**src/rtl/arcade_input_pkg.sv**
```systemverilog
// Shared constants for the arcade input mapper: PS/2 scancodes, joystick bit
// positions, key-state slot assignments and the coin FSM state type.
package arcade_input_pkg;

  // PS/2 set-2 scancodes (low byte; the extended flag is tracked separately)
  localparam logic [7:0] SC_P1_UP     = 8'h75;  // with E0
  localparam logic [7:0] SC_P1_DOWN   = 8'h72;  // with E0
  localparam logic [7:0] SC_P1_LEFT   = 8'h6B;  // with E0
  localparam logic [7:0] SC_P1_RIGHT  = 8'h74;  // with E0
  localparam logic [7:0] SC_P1_FIRE_A = 8'h29;  // space
  localparam logic [7:0] SC_P1_FIRE_B = 8'h14;  // ctrl (left or right)
  localparam logic [7:0] SC_P2_UP     = 8'h1D;
  localparam logic [7:0] SC_P2_DOWN   = 8'h1B;
  localparam logic [7:0] SC_P2_LEFT   = 8'h1C;
  localparam logic [7:0] SC_P2_RIGHT  = 8'h23;
  localparam logic [7:0] SC_P2_FIRE   = 8'h12;
  localparam logic [7:0] SC_START1_A  = 8'h16;
  localparam logic [7:0] SC_START1_B  = 8'h05;
  localparam logic [7:0] SC_START2_A  = 8'h1E;
  localparam logic [7:0] SC_START2_B  = 8'h06;
  localparam logic [7:0] SC_COIN_A    = 8'h2E;
  localparam logic [7:0] SC_COIN_B    = 8'h36;

  // Joystick word bit positions (same map for both sticks)
  localparam int JOY_RIGHT  = 0;
  localparam int JOY_LEFT   = 1;
  localparam int JOY_DOWN   = 2;
  localparam int JOY_UP     = 3;
  localparam int JOY_FIRE   = 4;
  localparam int JOY_START1 = 5;
  localparam int JOY_START2 = 6;
  localparam int JOY_COIN   = 7;

  // One state bit per physical key, so aliased keys OR together cleanly
  localparam int K_P1_UP     = 0;
  localparam int K_P1_DOWN   = 1;
  localparam int K_P1_LEFT   = 2;
  localparam int K_P1_RIGHT  = 3;
  localparam int K_P1_FIRE_A = 4;
  localparam int K_P1_FIRE_B = 5;
  localparam int K_P2_UP     = 6;
  localparam int K_P2_DOWN   = 7;
  localparam int K_P2_LEFT   = 8;
  localparam int K_P2_RIGHT  = 9;
  localparam int K_P2_FIRE   = 10;
  localparam int K_START1_A  = 11;
  localparam int K_START1_B  = 12;
  localparam int K_START2_A  = 13;
  localparam int K_START2_B  = 14;
  localparam int K_COIN_A    = 15;
  localparam int K_COIN_B    = 16;
  localparam int NUM_KEYS    = 17;

  // Match table indexed by key slot: scancode, required E0 flag, E0 ignored
  localparam logic [7:0] KEY_CODE [NUM_KEYS] = '{
    SC_P1_UP, SC_P1_DOWN, SC_P1_LEFT, SC_P1_RIGHT, SC_P1_FIRE_A, SC_P1_FIRE_B,
    SC_P2_UP, SC_P2_DOWN, SC_P2_LEFT, SC_P2_RIGHT, SC_P2_FIRE,
    SC_START1_A, SC_START1_B, SC_START2_A, SC_START2_B, SC_COIN_A, SC_COIN_B
  };
  localparam logic KEY_EXT [NUM_KEYS] = '{
    1'b1, 1'b1, 1'b1, 1'b1, 1'b0, 1'b0,
    1'b0, 1'b0, 1'b0, 1'b0, 1'b0,
    1'b0, 1'b0, 1'b0, 1'b0, 1'b0, 1'b0
  };
  localparam logic KEY_EXT_ANY [NUM_KEYS] = '{
    1'b0, 1'b0, 1'b0, 1'b0, 1'b1, 1'b1,
    1'b0, 1'b0, 1'b0, 1'b0, 1'b0,
    1'b0, 1'b0, 1'b0, 1'b0, 1'b0, 1'b0
  };

  typedef enum logic [1:0] {IDLE, PULSE, LOCK} coin_state_t;

endpackage

```
**src/rtl/coin_pulser.sv**
```systemverilog
// Coin pulse shaper: turns a one-cycle request into a fixed-width high pulse
// followed by a fixed low lockout. Requests outside IDLE are dropped.
module coin_pulser
  import arcade_input_pkg::*;
#(
  parameter int unsigned COIN_PULSE_CYC = 2400000,
  parameter int unsigned COIN_LOCK_CYC  = 2400000
) (
  input  logic clk_sys,
  input  logic reset,
  input  logic req_edge,
  output logic pulse
);

  localparam logic [23:0] PULSE_LOAD = 24'(COIN_PULSE_CYC - 1);
  localparam logic [23:0] LOCK_LOAD  = 24'(COIN_LOCK_CYC - 1);

  coin_state_t state_q;
  logic [23:0] cnt_q;

  // FSM with registered pulse output; counter runs down to 0 in PULSE/LOCK
  always_ff @(posedge clk_sys) begin
    if (reset) begin
      state_q <= IDLE;
      cnt_q   <= 24'd0;
      pulse   <= 1'b0;
    end else begin
      case (state_q)
        IDLE: begin
          pulse <= 1'b0;
          if (req_edge) begin
            state_q <= PULSE;
            cnt_q   <= PULSE_LOAD;
            pulse   <= 1'b1;
          end
        end
        PULSE: begin
          if (cnt_q == 24'd0) begin
            state_q <= LOCK;
            cnt_q   <= LOCK_LOAD;
            pulse   <= 1'b0;
          end else begin
            cnt_q <= cnt_q - 24'd1;
            pulse <= 1'b1;
          end
        end
        LOCK: begin
          pulse <= 1'b0;
          if (cnt_q == 24'd0) begin
            state_q <= IDLE;
          end else begin
            cnt_q <= cnt_q - 24'd1;
          end
        end
        default: begin
          state_q <= IDLE;
          cnt_q   <= 24'd0;
          pulse   <= 1'b0;
        end
      endcase
    end
  end

endmodule

```
**src/rtl/arcade_input_mapper.sv**
```systemverilog
// Merges PS/2 keyboard events and two joysticks into arcade player controls,
// start buttons and a shaped coin pulse.
module arcade_input_mapper
  import arcade_input_pkg::*;
#(
  parameter int unsigned COIN_PULSE_CYC = 2400000,
  parameter int unsigned COIN_LOCK_CYC  = 2400000
) (
  input  logic        clk_sys,
  input  logic        reset,
  input  logic [10:0] ps2_key,
  input  logic [15:0] joystick_0,
  input  logic [15:0] joystick_1,
  input  logic        auto_coin,
  output logic [4:0]  p1,
  output logic [4:0]  p2,
  output logic        start1,
  output logic        start2,
  output logic        coin1
);

  logic                toggle_q;
  logic                key_evt;
  logic [NUM_KEYS-1:0] key_hit;
  logic [NUM_KEYS-1:0] key_q;
  logic [NUM_KEYS-1:0] key_d;
  logic [4:0]          p1_d;
  logic [4:0]          p2_d;
  logic                start1_d;
  logic                start2_d;
  logic                coin_raw;
  logic                coin_raw_q;
  logic                req_edge;
  logic                unused_joy_hi;

  // Upper joystick bits carry no arcade function here
  assign unused_joy_hi = ^{joystick_0[15:8], joystick_1[15:8]};

  // A new PS/2 event is signalled by the toggle bit changing
  assign key_evt = ps2_key[10] ^ toggle_q;

  // Per-slot scancode match; fire keys accept either E0 prefix state
  for (genvar gi = 0; gi < NUM_KEYS; gi++) begin : g_match
    assign key_hit[gi] = (ps2_key[7:0] == KEY_CODE[gi]) &&
                         (KEY_EXT_ANY[gi] || (ps2_key[8] == KEY_EXT[gi]));
  end

  // Load the pressed flag into every matching slot on an event
  always_comb begin
    key_d = key_q;
    if (key_evt) begin
      key_d = (key_q & ~key_hit) | (key_hit & {NUM_KEYS{ps2_key[9]}});
    end
  end

  // Next-state control bits: key state OR joystick, {fire,up,down,left,right}
  always_comb begin
    p1_d = {key_q[K_P1_FIRE_A] | key_q[K_P1_FIRE_B],
            key_q[K_P1_UP], key_q[K_P1_DOWN], key_q[K_P1_LEFT], key_q[K_P1_RIGHT]}
           | joystick_0[JOY_FIRE:JOY_RIGHT];
    p2_d = {key_q[K_P2_FIRE], key_q[K_P2_UP], key_q[K_P2_DOWN],
            key_q[K_P2_LEFT], key_q[K_P2_RIGHT]}
           | joystick_1[JOY_FIRE:JOY_RIGHT];
    start1_d = key_q[K_START1_A] | key_q[K_START1_B] |
               joystick_0[JOY_START1] | joystick_1[JOY_START1];
    start2_d = key_q[K_START2_A] | key_q[K_START2_B] |
               joystick_0[JOY_START2] | joystick_1[JOY_START2];
    coin_raw = key_q[K_COIN_A] | key_q[K_COIN_B] |
               joystick_0[JOY_COIN] | joystick_1[JOY_COIN] |
               (auto_coin & (start1_d | start2_d));
  end

  // One request per rising edge of coin_raw, however long it stays high
  assign req_edge = coin_raw & ~coin_raw_q;

  // Key state, output registers and edge-detect history; the history
  // registers track their inputs during reset so nothing fires on release
  always_ff @(posedge clk_sys) begin
    if (reset) begin
      toggle_q   <= ps2_key[10];
      coin_raw_q <= coin_raw;
      key_q      <= '0;
      p1         <= 5'd0;
      p2         <= 5'd0;
      start1     <= 1'b0;
      start2     <= 1'b0;
    end else begin
      toggle_q   <= ps2_key[10];
      coin_raw_q <= coin_raw;
      key_q      <= key_d;
      p1         <= p1_d;
      p2         <= p2_d;
      start1     <= start1_d;
      start2     <= start2_d;
    end
  end

  coin_pulser #(
    .COIN_PULSE_CYC (COIN_PULSE_CYC),
    .COIN_LOCK_CYC  (COIN_LOCK_CYC)
  ) u_coin_pulser (
    .clk_sys  (clk_sys),
    .reset    (reset),
    .req_edge (req_edge),
    .pulse    (coin1)
  );

endmodule

```
**config.mk**
```make
export PLATFORM = sky130hd
export DESIGN_NAME = arcade_input_mapper
export DESIGN_NICKNAME = d
export VERILOG_FILES = /design/src/rtl/arcade_input_pkg.sv /design/src/rtl/coin_pulser.sv /design/src/rtl/arcade_input_mapper.sv
export SDC_FILE = /design/constraint.sdc
export NUM_CORES = 1
export LEC_CHECK = 0
export BUFFER_PORTS_ARGS = -buffer_cell sky130_fd_sc_hd__buf_4
export CORE_MARGIN = 2
export CORE_UTILIZATION = 55
export DETAILED_ROUTE_END_ITERATION = 8
export GPL_ROUTABILITY_DRIVEN = 0
export GPL_TIMING_DRIVEN = 0
export PLACE_DENSITY = 0.84
export RECOVER_POWER = 25
export SYNTH_ARGS = -nofsm -noshare
export SYNTH_HDL_FRONTEND = slang
export SYNTH_SLANG_ARGS = --single-unit
```
**constraint.sdc**
```tcl
create_clock -name clk_sys -period 2.49 [get_ports clk_sys]
set_input_delay 0.1245 -clock clk_sys [delete_from_list [all_inputs] [get_ports clk_sys]]
set_output_delay 0.1245 -clock clk_sys [all_outputs]
set_load 0.03 [all_outputs]
```
# Word level (Yosys, flattened, before mapping)
# Cells that the tools add are included.
# word_totals
ff_bits	58
input_bits	46
out_inout_bits	13
word_cells	87
# classes
addsub	1
n_eq_ne	23
n_mux	11
bitwise	23
n_reduce_logical	19
# ops
operator	count
$mux W24	3
$pmux W24 S3	1
$eq A8 B5 Y1 const B	7
$and A17 B17 Y17	2
$eq A8 B6 Y1 const B	4
$eq A8 B7 Y1 const B	4
$logic_not A24 Y1	1
$sub A24 B1 Y24 const B	1
$not A17 Y17	1
$or A17 B17 Y17	1
$eq A8 B3 Y1 const B	2
$logic_and A1 B1 Y1	15
$or A1 B1 Y1	12
$or A5 B5 Y5	2
$mux W2	3
$pmux W2 S3	1
$ne A2 B1 Y1 const B	2
$ne A2 B2 Y1 const B	2
$reduce_and A3 Y1	1
$and A1 B1 Y1	2
$eq A2 B1 Y1 const B	1
$eq A2 B2 Y1 const B	1
$logic_not A2 Y1	1
$mux W1	2
other kinds (4)	5

# Logic depth before layout (Yosys ltp)
# Gate-level depths: netlist of the first run.
# depth
word_depth	9
depth_mapped	9
mapped_depth_nobuf	8

# By module
# A second synthesis of the first run with hierarchy kept.
# hier_totals
cells_unflattened	395
area_unflattened_um2	3206.8
# modules_own_cells
mod	instances	cells_per_inst	area_per_inst_um2	seq_area_each_um2
coin_pulser	1	256	1953.1	540.5
arcade_input_mapper	1	139	1253.7	620.6

# Worst setup path after synthesis of the first run
# OpenSTA, ideal clock, no wires.
# synth_path
kind	flip-flop to flip-flop
from	register u_coin_pulser.cnt_q[0]
to	register u_coin_pulser.cnt_q[10]
setup_ps	132
t_arrival_ps	2057
setup_slack_ps	301
stages_incl_launch_ff	8
path_buffers	0
path_cell_list	dfxtp_1 -> inv_1 -> ha_1 -> or3b_2 -> or3_1 -> o311a_2 -> a22oi_1 -> a21oi_1
# synth_via
elab_chain_len	3
elab_cells_between_ends	7
# synth_lines
element	line_no	source
from (decl)	coin_pulser.sv:19	logic [23:0] cnt_q;
from (signal assigned)	coin_pulser.sv:43	cnt_q <= cnt_q - 24'd1;
from (signal assigned)	coin_pulser.sv:52	cnt_q <= cnt_q - 24'd1;
$sub A24 B1 Y24 / $logic_not A24 Y1 (equally long branches)	n/a	
$mux W24, or another cell as far along	coin_pulser.sv:49	if (cnt_q == 24'd0) begin
$pmux W24 S3 / $reduce_and A2 Y1 (equally long branches)	n/a	
# Several ways; a longest one is shown, not always the timed one. The select of a mux whose other input is x is not followed.
# A chain may end at the register's enable or synchronous reset.

# Worst setup path after layout of the first run
# layout_path
from	register u_coin_pulser.cnt_q[0]
to	register u_coin_pulser.cnt_q[4]
# Same word-level chain as after synthesis.

==> results of run 1 <==
==> worst min-delay path, cell delays in order <==
cell and delay (ns):
buf_4 0.07, nor2_1 0.03, nor2_1 0.07
==> power by group <==
part / switching, mW / internal [mW] / leakage [nW]
clock: 0.385 / 0.488 / 0.0945
combinational: 0.331 / 0.207 / 0.799
sequential: 0.0454 / 0.980 / 0.475
total: 0.762 / 1.68 / 1.37
==> stage by stage <==
stage	instance area [um^2]	cells	utilization	hold WS (ns)	setup TNS [ns]
after floorplan	2890	363	-	0.152	0
after global placement	3280	473	0.645	0.247	-0.837
after detailed placement	3280	473	0.645	0.248	-1.23
after CTS	3540	494	0.698	0.000469	-0.00193
after global routing	3520	495	0.695	0.00853	0
final	3520	495	0.695	0.00534	0
==> metal layers <==
| layer | up-vias | track usage |
|---|---|---|
| li1 | 1426 | - |
| met1 | 1337 | 0.354 |
| met2 | 104 | 0.402 |
| met3 | 11 | 0.0498 |
| met4 | 0 | 0.140 |
| met5 | - | 0 |
==> Yosys cell counts (4+ instances only) <==
cell      number
mux2i_1       11
dfxtp_1       58
nand2b_1       7
or4_1          4
or3_1          5
nor3_2         4
inv_1          5
nor3_1        20
nand4_1        9
o21ai_0       14
a31oi_1        6
nor4_1         7
nor2_1        61
nor2b_1        4
nand3_1       19
xor2_1         5
nand2_1       30
clkbuf_1      15
a311oi_1       4
xnor2_1        4
a21oi_1       26
==> kinds of logic after synthesis <==
group | after synthesis | synth area share
xor gates and xnor gates | 9 | 0.0273
DFF | 58 | 0.402
AOI/OAI and AO/OA | 71 | 0.158
and+or+nand+nor | 189 | 0.336
buffers and inverters | 24 | 0.0342
muxes | 11 | 0.0381
adders and majority gates | 1 | 0.00433
==> path summary, 6_finish.rpt <==
kind / end / cells past startpoint
setup / recovery: u_coin_pulser.cnt_q[4]$_SDFFE_PP0P_ / 9
hold / removal: p2[1]$_SDFF_PP0_ / 3
setup reg to reg: u_coin_pulser.cnt_q[4]$_SDFFE_PP0P_ / 9
hold reg to reg: flop / 2
==> final cells by class <==
cell class	instances	area (um^2)	area share
plain buffers	19	80.1	0.0227
clock buffers	10	138	0.0390
clock inverters	6	66.3	0.0188
inverters	5	18.8	0.00532
multi-input cells	281	1670	0.475
flip-flops and latches	58	1160	0.329
well taps	70	87.6	0.0248
repair buffers	46	299	0.0848
==> repair_timing <==
action | 4_1_cts | 5_1_grt
gates resized for setup | 3 | 8
hold buffers | 4 | 0
endpoints found under the setup margin | 14 | 23
setup buffers | 1 | 1
cloned | 0 | 0
pin swaps | 2 | 4
hold endpoints to repair | 4 | 0
==> summary.md, run 1 <==
| Metric | Value |
|---|---|
| Ys async rst share | `0` |
| Number of nets in the synthesized netlist | `410` |
| Leak Pwr | `1.37 nW` |
| Startpoint type of the worst setup path | `flop` |
| Most common library cell in the layout ignoring fill and taps | `nor2_1` |
| Worst-case setup slack after placement | `-0.166 ns` |
| Number of flops mapped to enable cells by yosys | `0` |
| Setup repair after global routing missed its margin | `false` |
| Count of buffering cells on the critical path with inverters included | `2` |
| Die Area | `5850 um^2` |
| Clock slew at reported path FFs | `0.07 ns` |
| TritonCTS clock tree | `built` |
| Slack of the worst reg-to-reg path | `0.11 ns` |
| Count of standard-cell rows | `26` |
| Worst r2r src | `u_coin_pulser.cnt_q[0]$_SDFFE_PP0P_` |
| Highest metal layer with signal wires | `met4` |
| # Max-Cap Violations | `0` |
| Number of distinct standard cells referenced by the synthesized netlist | `57` |
| Starting density of the core | `0.569` |
| CTS Buf Count | `9` |
| Worst Skew | `0.0101 ns` |
| Mean number of vias per cell | `5.81` |
| Gate count of the mapped netlist | `363` |
| Critical Path Max Stage Delay | `0.62 ns` |
| Layout net count | `467` |
| Insertion delay to the later sink of the worst-skew pair | `0.33 ns` |
| Slew headroom | `0.468` |
| Worst Tran Pin Value | `0.792 ns` |
| Number of levels in the clock H-tree | `3` |
| Met2 Wirelength | `3.58 mm` |
| Count of synthesis-stage warnings from yosys | `0` |
| Met3 Routed Length | `477 um` |
| WS Path Type | `flop to flop` |
| Chip Width | `76.5 um` |
| FMAX | `0.420 GHz` |
| Drt initial violations | `186` |
| Minimum setup slack in the final design | `0.110 ns` |
| Die extent in y | `76.5 um` |
| Maximum root-to-sink buffer count | `2` |
| Placeable Area | `5070 um^2` |
| Remaining routing DRC violations | `0` |
| Clock tree root buffer cell | `clkbuf_8` |
| Count of state elements after synthesis | `58` |
| Critical-path maximum fanout | `9` |
| Cells along the critical path | `inv_2 -> ha_1 -> or3b_4 -> nor3_4 -> buf_4 -> nand4_1 -> nand2_4 -> or4b_2 -> a31oi_1` |
| Area contributors post-synth | `dfxtp_1 40%, nor2_1 7.9%, a21oi_1 4.5%, nand2_1 3.9%, mux2i_1 3.8%` |
| Layout area overhead | `22.1%` |
| Clock sinks | `58` |
| Cell type with the largest total area after synthesis | `dfxtp_1` |
| Result of the run | `finished, final reports clean` |
| Final hold violation count | `0` |
| Wire length of the first global-routing pass | `12.6 mm` |
| Post-detailed-placement half-perimeter wirelength | `5.33 mm` |
| Synth top area share | `0.402` |
| Share of final-layout standard cells stronger than drive strength 1 | `0.155` |
| Crit path max-delay family | `simple AND/OR/NAND/NOR gates` |
| Worst path slowest cell | `or4b_2` |
| Pins over their slew limit | `0` |
| Metal1 wirelength | `3.27 mm` |
| Largest net degree at the start of global routing | `12` |
| Final Setup Violations | `0` |
| Commonest cells after routing, fill and taps aside | `61 x nor2_1, 58 x dfxtp_1, 30 x clkbuf_1` |
| Filler instances | `426` |
| Proportion of synthesized chip area in sequential cells | `0.402` |
| # port buffers | `40` |
| Remaining number of nets flagged by the antenna check after routing | `0` |
| Worst endpoint data arrival time | `2.63 ns` |
| Drt total wl | `7.42 mm` |
| Worst hold path startpoint | `joystick_1[1]` |
| Period utilisation layout | `0.956` |
| Total routing resource utilization after global routing | `0.264` |
| Most used DFF post-synth | `dfxtp_1` |
| Io pins | `59` |
| Time the worst path needs with I/O delays and setup | `2.38 ns` |
| Worst voltage drop across the vdd grid | `0.541 mV` |
| Initial antenna violation count | `0` |
| First-pass iteration count of the detailed router | `5` |
| Design Power | `2.44 mW` |
| Nature of the critical path endpoint | `flop` |
| Vias in the first global route | `2,672` |
| Per-instance average area after synthesis | `7.96 um^2` |
| Worst min-delay path category | `input pin to flop` |
| Timing startpoint of the critical path | `u_coin_pulser.cnt_q[0]$_SDFFE_PP0P_` |
| Post-synth design cell area | `2890 um^2` |
| Total via count after detailed routing | `2,878` |
| Power per standard cell area | `692 nW/um^2` |
| Overflow after GRT | `0` |
| Required time of the critical path | `2.74 ns` |
| Diode count | `0` |
| Detail-routed net length per standard cell | `15.0 um` |
(Power assumes the default switching activity.)
==> run 2, diff against run 1 <==
--- a/config.mk
+++ b/config.mk
@@ -13,6 +13,7 @@
 export GPL_TIMING_DRIVEN = 0
 export PLACE_DENSITY = 0.84
 export RECOVER_POWER = 25
+export REMOVE_ABC_BUFFERS = 1
 export SYNTH_ARGS = -nofsm -noshare
 export SYNTH_HDL_FRONTEND = slang
 export SYNTH_SLANG_ARGS = --single-unit
==> run 2 against run 1 <==
Against the previous run: worst hold slack worse by 0.0052 ns; worst setup slack worse by 0.0081 ns; final cell count is 1.0% lower; power is 5.6% higher; critical path type unchanged; global-route usage is 0.65 points lower; fmax is 0.34% lower; routed wire length is 1.2% higher; non-clock buffer count is 6 lower; clock-buffer cell count is 1 higher; sequential share of layout area is 0.86 points lower; die area stayed put.
==> summary.md, run 2 (synthesized netlist as in run 1, its figures left out) <==
| Metric | Value |
|---|---|
| Number of placed cells counting well taps | `456` |
| Starting density of the core | `0.569` |
| Startpoint type of the worst setup path | `flop` |
| WS Path Type | `flop to flop` |
| Nature of the critical path endpoint | `flop` |
| Overflow after GRT | `0` |
| Worst r2r src | `u_coin_pulser.cnt_q[0]$_SDFFE_PP0P_` |
| Clock tree root buffer cell | `clkbuf_8` |
| Diode count | `0` |
| Worst reg2reg path depth | `9` |
| Total routing resource utilization after global routing | `0.257` |
| Setup TNS | `0 ns` |
| Worst Skew | `0.00850 ns` |
| Slack of the worst reg-to-reg path | `0.10 ns` |
| Commonest cells after routing, fill and taps aside | `61 x nor2_1, 57 x dfxtp_1, 35 x buf_4` |
| Clock slew at reported path FFs | `0.07 ns` |
| Slew headroom | `0.476` |
| Leak Pwr | `1.45 nW` |
| Design Power | `2.58 mW` |
| Critical-path maximum fanout | `5` |
| Clock sinks | `58` |
| Timing startpoint of the critical path | `u_coin_pulser.cnt_q[0]$_SDFFE_PP0P_` |
| Final hold violation count | `0` |
| Worst setup path endpoint | `u_coin_pulser.cnt_q[18]$_SDFFE_PP0P_` |
| FMAX | `0.419 GHz` |
| Share of final-layout standard cells stronger than drive strength 1 | `0.193` |
| Number of levels in the clock H-tree | `3` |
| Busiest grt layer | `met2` |
| CTS Buf Count | `9` |
| Placeable Area | `5070 um^2` |
| Core utilization of the finished layout | `0.714` |
| Final instance area | `3620 um^2` |
| Capturing point of the worst reg2reg path | `u_coin_pulser.cnt_q[18]$_SDFFE_PP0P_` |
| Drt total wl | `7.51 mm` |
| Worst hold slack | `0.000110 ns` |
| Period utilisation layout | `0.959` |
| Maximum root-to-sink buffer count | `2` |
| Initial antenna violation count | `0` |
| Remaining number of nets flagged by the antenna check after routing | `0` |
| Global Route met1 Usage | `0.334` |
| Wire length of the first global-routing pass | `12.1 mm` |
| Io pins | `59` |
| Mean number of vias per cell | `5.97` |
| Total via count after detailed routing | `2,926` |
| Minimum setup slack in the final design | `0.102 ns` |
| TritonCTS clock tree | `built` |
| Cell Count, Final, Fillers Out | `490` |
| Area of placed instances | `3210 um^2` |
| Largest net degree at the start of global routing | `51` |
| Pins over their slew limit | `0` |
| # port buffers | `42` |
| Time the worst path needs with I/O delays and setup | `2.39 ns` |
| Detail-routed net length per standard cell | `15.3 um` |
| Vias in the first global route | `2,589` |
| Remaining routing DRC violations | `0` |
| Met3 usage in global routing | `0.0569` |
| Insertion delay to the later sink of the worst-skew pair | `0.34 ns` |
| Die Area | `5850 um^2` |
| Most common library cell in the layout ignoring fill and taps | `nor2_1` |
| Result of the run | `finished, final reports clean` |
| Worst min-delay path category | `input pin to flop` |
| Layout area overhead | `25.5%` |
| Worst-case setup slack after placement | `-0.354 ns` |
| Required time of the critical path | `2.72 ns` |
| Drt initial violations | `287` |
| Met2 GRT Util | `0.405` |
| Post-detailed-placement half-perimeter wirelength | `4.73 mm` |
| Final Setup Violations | `0` |
| Chip Width | `76.5 um` |
| First-pass iteration count of the detailed router | `5` |
| Layout net count | `462` |
| Worst voltage drop across the vdd grid | `0.558 mV` |
| # Max-Cap Violations | `0` |
| Power per standard cell area | `711 nW/um^2` |
| Die extent in y | `76.5 um` |
| Count of standard-cell rows | `26` |
| Worst Tran Pin Value | `0.785 ns` |
| Worst endpoint data arrival time | `2.62 ns` |
-- run 2: cell count changes in the layout (fill, tap and decap cells not counted), sizes merged --
cell / change
clkinvlp: -2
bufinv: +1
clkbuf: -14
nand2: +1
buf: +4
dlygate4sd3: +5
-- run 2: layout make-up --
| class | count | area [um^2] |
|---|---|---|
| flip-flops and latches | 58 | 1160 |
| repair buffers | 59 | 439 |
| fillers | 385 | 1450 |
| clock buffers | 11 | 141 |
| well taps | 70 | 87.6 |
| inverters | 5 | 18.8 |
| clock inverters | 5 | 77.6 |
| multi-input cells | 282 | 1700 |
-- run 2: routing by layer --
metal,up-vias,share of wire,wire length [um]
met3,20,0.066,495
li1,1424,-,-
met2,134,0.47,3560
met4,0,0.026,199
met5,-,0,0
met1,1348,0.43,3250
-- run 2: how the worst min path moves through the flow --
stage	startpoint	end	cells after the start
global route	joystick_1[3]	p2[3]$_SDFF_PP0_	3
finish	joystick_1[3]	p2[3]$_SDFF_PP0_	3
floorplan	ps2_key[10]	toggle_q$_DFF_P_	0
CTS	joystick_1[3]	p2[3]$_SDFF_PP0_	3
global placement	ps2_key[10]	toggle_q$_DFF_P_	1
detailed placement	ps2_key[10]	toggle_q$_DFF_P_	1
-- run 2: repair_timing --
action,in CTS,in global routing
hold buffers,9,0
gates cloned,0,1
pin swaps,3,4
gates resized for setup,4,11
setup endpoints to repair,19,23
hold endpoints to repair,9,0
buffers inserted,5,3
-- run 2: critical path: stages, from the launching register on --
cell and delay [ns]:
dfxtp_1 0.33, inv_2 0.09, ha_1 0.20, or3b_4 0.43, nor3_4 0.28, buf_4 0.17
buf_4 0.10, nand3b_1 0.16, or3b_1 0.39, o211a_1 0.13
-- run 2: power by group --
group | total, mW | switching (mW) | internal, mW
sequential | 1.04 | 0.0621 | 0.981
combinational | 0.566 | 0.335 | 0.231
clock | 0.966 | 0.379 | 0.587
